<file path="src/rtl/unidade_controle.sv">
// Multicycle control unit for the RV64 datapath: sequences fetch/decode/execute/
// memory/write-back and drives all datapath strobes from state plus latched class.
module unidade_controle #(
  parameter int CNT_BITS = 16
) (
  input  logic                clk,
  input  logic                rst_n,
  input  logic                run,
  input  logic [6:0]          opcode,
  input  logic [3:0]          alu_flags,
  output logic                ir_we,
  output logic                pc_we,
  output logic                d_mem_we,
  output logic                rf_we,
  output logic [3:0]          alu_cmd,
  output logic                alu_src,
  output logic                pc_src,
  output logic                rf_src,
  output logic                halted,
  output logic [CNT_BITS-1:0] retired
);

  typedef enum logic [2:0] {
    S_FETCH  = 3'd0,
    S_DECODE = 3'd1,
    S_EXEC   = 3'd2,
    S_MEM    = 3'd3,
    S_WB     = 3'd4,
    S_BRANCH = 3'd5,
    S_HALT   = 3'd6
  } state_t;

  typedef enum logic [2:0] {
    C_R    = 3'd0,
    C_LD   = 3'd1,
    C_ADDI = 3'd2,
    C_SD   = 3'd3,
    C_BEQ  = 3'd4,
    C_JAL  = 3'd5,
    C_ILL  = 3'd6
  } class_t;

  function automatic class_t decode_class(input logic [6:0] op);
    case (op)
      7'b0110011: decode_class = C_R;
      7'b0000011: decode_class = C_LD;
      7'b0010011: decode_class = C_ADDI;
      7'b0100011: decode_class = C_SD;
      7'b1100011: decode_class = C_BEQ;
      7'b1101111: decode_class = C_JAL;
      default:    decode_class = C_ILL;
    endcase
  endfunction

  function automatic logic [3:0] class_alu_cmd(input class_t cl);
    case (cl)
      C_R:          class_alu_cmd = 4'b0000;
      C_LD, C_ADDI: class_alu_cmd = 4'b0001;
      C_SD:         class_alu_cmd = 4'b0010;
      C_BEQ:        class_alu_cmd = 4'b0011;
      C_JAL:        class_alu_cmd = 4'b0101;
      default:      class_alu_cmd = 4'b0000;
    endcase
  endfunction

  function automatic logic class_alu_src(input class_t cl);
    case (cl)
      C_LD, C_SD, C_ADDI: class_alu_src = 1'b1;
      default:            class_alu_src = 1'b0;
    endcase
  endfunction

  state_t                state_q, state_d;
  class_t                class_q, class_d;
  logic                  pc_we_q, pc_we_d;
  logic                  d_mem_we_q, d_mem_we_d;
  logic                  rf_we_q, rf_we_d;
  logic                  rf_src_q, rf_src_d;
  logic                  halted_q, halted_d;
  logic                  alu_src_q, alu_src_d;
  logic [3:0]            alu_cmd_q, alu_cmd_d;
  logic [CNT_BITS-1:0]   retired_q, retired_d;
  logic                  datapath_phase_s;
  logic                  unused_flags_s;

  assign unused_flags_s = ^alu_flags[3:1];

  // Next-state and class-latch logic; class only changes at the end of DECODE.
  always_comb begin
    state_d = state_q;
    class_d = class_q;
    case (state_q)
      S_FETCH: begin
        if (run) state_d = S_DECODE;
        else     state_d = S_FETCH;
      end
      S_DECODE: begin
        class_d = decode_class(opcode);
        case (class_d)
          C_ILL:        state_d = S_HALT;
          C_BEQ, C_JAL: state_d = S_BRANCH;
          default:      state_d = S_EXEC;
        endcase
      end
      S_EXEC: begin
        if (class_q == C_LD || class_q == C_SD) state_d = S_MEM;
        else                                    state_d = S_WB;
      end
      S_MEM: begin
        if (class_q == C_SD) state_d = S_FETCH;
        else                 state_d = S_WB;
      end
      S_WB:     state_d = S_FETCH;
      S_BRANCH: state_d = S_FETCH;
      S_HALT:   state_d = S_HALT;
      default:  state_d = S_FETCH;
    endcase
  end

  // Moore strobes are precomputed from the next state so they leave a flop.
  always_comb begin
    datapath_phase_s = (state_d == S_EXEC) || (state_d == S_MEM) ||
                       (state_d == S_WB)   || (state_d == S_BRANCH);
    rf_we_d    = (state_d == S_WB);
    rf_src_d   = (state_d == S_WB) && (class_d == C_LD);
    d_mem_we_d = (state_d == S_MEM) && (class_d == C_SD);
    pc_we_d    = (state_d == S_WB) || (state_d == S_BRANCH) || d_mem_we_d;
    halted_d   = (state_d == S_HALT);
    if (datapath_phase_s) begin
      alu_cmd_d = class_alu_cmd(class_d);
      alu_src_d = class_alu_src(class_d);
    end else begin
      alu_cmd_d = 4'b0000;
      alu_src_d = 1'b0;
    end
    retired_d = retired_q + CNT_BITS'(pc_we_q);
  end

  // State, class, registered strobes and retired counter.
  always_ff @(posedge clk or negedge rst_n) begin
    if (!rst_n) begin
      state_q    <= S_FETCH;
      class_q    <= C_R;
      pc_we_q    <= 1'b0;
      d_mem_we_q <= 1'b0;
      rf_we_q    <= 1'b0;
      rf_src_q   <= 1'b0;
      halted_q   <= 1'b0;
      alu_cmd_q  <= 4'b0000;
      alu_src_q  <= 1'b0;
      retired_q  <= '0;
    end else begin
      state_q    <= state_d;
      class_q    <= class_d;
      pc_we_q    <= pc_we_d;
      d_mem_we_q <= d_mem_we_d;
      rf_we_q    <= rf_we_d;
      rf_src_q   <= rf_src_d;
      halted_q   <= halted_d;
      alu_cmd_q  <= alu_cmd_d;
      alu_src_q  <= alu_src_d;
      retired_q  <= retired_d;
    end
  end

  // ir_we follows run live in FETCH; pc_src follows the zero flag live in BRANCH.
  always_comb begin
    ir_we = rst_n && run && (state_q == S_FETCH);
    if (state_q == S_BRANCH) begin
      if (class_q == C_JAL) pc_src = 1'b1;
      else                  pc_src = alu_flags[0];
    end else begin
      pc_src = 1'b0;
    end
  end

  assign pc_we    = pc_we_q;
  assign d_mem_we = d_mem_we_q;
  assign rf_we    = rf_we_q;
  assign rf_src   = rf_src_q;
  assign halted   = halted_q;
  assign alu_cmd  = alu_cmd_q;
  assign alu_src  = alu_src_q;
  assign retired  = retired_q;

endmodule
</file>
<file path="config.mk">
export PLATFORM = sky130hd
export DESIGN_NAME = unidade_controle
export DESIGN_NICKNAME = d
export VERILOG_FILES = /design/src/rtl/unidade_controle.sv
export SDC_FILE = /design/constraint.sdc
export NUM_CORES = 1
export LEC_CHECK = 0
export BUFFER_PORTS_ARGS = -buffer_cell sky130_fd_sc_hd__buf_2
export CORE_MARGIN = 5
export CORE_UTILIZATION = 40
export DETAILED_ROUTE_END_ITERATION = 12
export PLACE_DENSITY = 0.73
export SETUP_SLACK_MARGIN = 0.2
export SYNTH_ARGS = -nofsm -noshare
export SYNTH_HDL_FRONTEND = slang
export SYNTH_SLANG_ARGS = --single-unit
</file>
<file path="constraint.sdc">
create_clock -name clk -period 1.95 [get_ports clk]
set_input_delay 0.195 -clock clk [delete_from_list [all_inputs] [get_ports clk]]
set_output_delay 0.195 -clock clk [all_outputs]
set_load 0.1 [all_outputs]
</file>
==> summary.txt <==
GRT
  • Global-route wire length before repair: 5490 µm
  • Largest net degree at the start of global routing: 32
  • Vias in the first global route: 1245
  • GRT Util Overall: 13.9%
  • Antenna violations before repair: 0
  • Total grt overflow: 0

Worst setup path
  • Arr. time, crit path: 1.98 ns
  • Top delay family on crit path: simple AND/OR/NAND/NOR gates
  • Worst reg-to-reg path cell count: 5
  • Worst setup EP type: flop
  • Setup crit start kind: flop
  • Critical R2R Launch: state_q[2]
  • Crit path cell chain: or3b_4, nor4_4, a221oi_4, or3_1, a21oi_2
  • R2r endpoint: alu_cmd[1]
  • Crit path kind: flop to flop
  • CP Launch Point: state_q[2]
  • Critical path's slowest cell: or3b_4
  • Worst Path Required: 2.16 ns
  • Critical path buffers and inverters: 0
  • CP Max Fanout: 6
  • Slowest cell delay on critical path: 0.47 ns
  • Flop2flop setup slack: 0.18 ns

Hold path
  • Hold path start: opcode[0]
  • Hold-critical path depth: 3
  • Min-Delay Endpoint: class_q[1]
  • Hold crit path type: input pin to flop

STA
  • Final setup violating endpoints: 0
  • RSZ-0062 raised after global routing: yes
  • Minimum clock period: 1.77 ns
  • Period utilization: 90.8%
  • Worst setup margin: 0.179 ns
  • FMAX: 565 MHz
  • Clock skew: 0.00271 ns
  • Post-Route Setup TNS: 0 ns
  • Hold Vio Cnt, Final: 0
  • Slew Limit Fails: 0

Power
  • Net Switching: 1.54 mW
  • Peak VDD IR: 0.000582 V
  • PwrDens: 1550 nW/µm²
  • Leakage power: 0.945 nW
  • Switching Share: 49.3%
  • Reg power frac: 29.6%
  • Clock share of power: 17.6%
  • Combinational cell fraction of total power: 52.8%
  • Cell-internal power: 1.58 mW

Final layout
  • Nets@finish: 206
  • Storage cell area: 802 µm²
  • Most frequent cells in the layout: 35 x buf_2, 20 x dfrtp_1, 13 x nand2_1, 11 x buf_4
  • P&R area growth vs syn: 35.8%
  • # fillers: 327
  • Antenna Cells: 0
  • Most common library cell in the layout ignoring fill and taps: buf_2
  • Multi-input gate area: 701 µm²
  • Final Non-Filler Cells: 239
  • Layout cells sized above 1: 42.9%

Route
  • Drt first pass iters: 4
  • Routed Antenna Nets: 0
  • Detailed-route wire length: 3320 µm
  • # DRC: 0
  • Routed len/inst: 13.9 µm
  • Total number of vias: 1161
  • DR iter-0 viols: 42
  • Drt via density: 4.86

Logic synthesis
  • Synth Cell Area: 1480 µm²
  • Post-synthesis average cell area: 10.8 µm²
  • Yosys warns: 0
  • Post-Syn Nets: 153
  • Dominant synthesized flop cell: dfrtp_1
  • Yosys reg bits: 31
  • Synth cell types: 37
  • Post-synth ARST share: 100%
  • Sequential share of the synthesized area: 52.5%
  • Syn Inst Count: 137
  • EDFF count, synth: 0

Place
  • Placed cell count: 226
  • PortBufs: 37
  • Placement Setup Slack: -0.0193 ns
  • Final HPWL DP: 2540 µm
  • Placer Congestion: 0.936

Die
  • Chip Height: 70.8 µm
  • Die ar.: 5010 µm²
  • Core Region: 3630 µm²
  • I/O Pins: 42
  • Initial Util: 40.7%
  • Cell row count: 22
  • Die X: 70.8 µm

CTS
  • Num Clock Sinks: 31
  • Root buf cell: clkbuf_8
  • CTS H-tree lvls: 2
  • CTS tree: done
  • Worst skew pair latency: 0.28 ns
  • Num CTS Buffers: 5
  • Longest Clk Path Bufs: 2
  • Clk slew on worst S/H paths: 0.06 ns

Flow run
  • Max_cap viols: 0

Run status
  • Status: complete, no violations
[per-layer routing]
layer | track usage [%] | vias to the layer above | routed length [µm]
met5 | 0 | - | 0
met4 | 7.10 | 0 | 79
met3 | 4.83 | 6 | 204
met2 | 24.3 | 30 | 1760
met1 | 14.7 | 554 | 1280
li1 | - | 571 | -
[timing repair]
| item | in CTS | in global routing |
|---|---|---|
| setup buffers | 1 | 3 |
| cloned | 0 | 0 |
| endpoints found under the setup margin | 7 | 7 |
| hold endpoints to repair | 31 | 0 |
| hold buffers | 1 | 0 |
| gates resized for setup | 6 | 8 |
| pin swaps | 1 | 1 |
[worst min-delay path, stage by stage]
cell      delay, ns
buf_2          0.10
and3_1         0.22
a221oi_4       0.10
[flip-flops by register name, indices dropped and copies added, names as in the netlist, 3 cells and up]
name / count
state_q: 3
retired: 16
class_q: 3
alu_cmd: 3
[worst max-delay path by stage]
stage                  to  cells past startpoint
2_1_floorplan       ir_we                      2
3_3_place_gp   alu_cmd[1]                      5
3_5_place_dp   alu_cmd[2]                      5
4_1_cts        alu_cmd[0]                      6
5_1_grt        alu_cmd[1]                      5
6_report       alu_cmd[1]                      5
[stage by stage]
stage	power [mW]	util [%]	cell area [µm²]	hold slack, ns
2_1_floorplan	2.15	-	1540	-0.101
3_3_place_gp	2.43	50.3	1830	0.258
3_5_place_dp	2.48	50.3	1830	0.256
4_1_cts	3.09	54.0	1960	0.372
5_1_grt	3.27	55.3	2010	0.392
6_report	3.12	55.3	2010	0.388
[power by group through the flow]
stage          registers, mW  logic (mW)  clock network [mW]
2_1_floorplan           1.61       0.543                   0
3_3_place_gp           0.922        1.50                   0
3_5_place_dp           0.938        1.55                   0
4_1_cts                0.925        1.59               0.570
5_1_grt                0.946        1.72               0.600
6_report               0.923        1.65               0.548
[synthesized netlist by cell type, drive strengths merged, types with 2 or more instances]
| cell | instances | share of area [%] |
|---|---|---|
| or3 | 2 | 0.85 |
| nand2 | 14 | 3.6 |
| buf | 3 | 2.0 |
| nand3b | 2 | 1.0 |
| and3 | 3 | 1.3 |
| nor2 | 12 | 3.0 |
| nor3 | 5 | 1.7 |
| nand3 | 6 | 2.0 |
| xnor2 | 10 | 5.9 |
| mux2i | 2 | 1.4 |
| a221oi | 2 | 2.4 |
| xor2 | 6 | 3.6 |
| nor4 | 3 | 2.3 |
| a21oi | 4 | 1.6 |
| dfrtp | 31 | 52 |
| nand2b | 2 | 0.85 |
| o21ai | 4 | 1.4 |
| ha | 2 | 1.7 |
| inv | 7 | 1.8 |
| nand4 | 3 | 1.3 |
| nor2b | 2 | 0.85 |
[cells by family (layout without fill, tap and decap cells)]
group	Yosys count	after routing	share of synthesized area (%)
AND/OR/NAND/NOR	58	58	20.8
flip-flops	31	31	52.5
AO/OA/AOI/OAI	16	16	9.90
XOR/XNOR	16	16	9.48
buffers and inverters	11	65	4.06
adder cells (fa/ha/maj)	2	2	1.69
multiplexers	2	2	1.35
other	1	1	0.254
[final cells by class]
cell class	count	area share [%]
multi-input combinational	95	34.9
timing repair buffer	50	15.9
tap	48	2.99
inverter	7	1.31
sequential	31	39.9
clock buffer	8	4.98
Power figures use the tool's default switching activity.
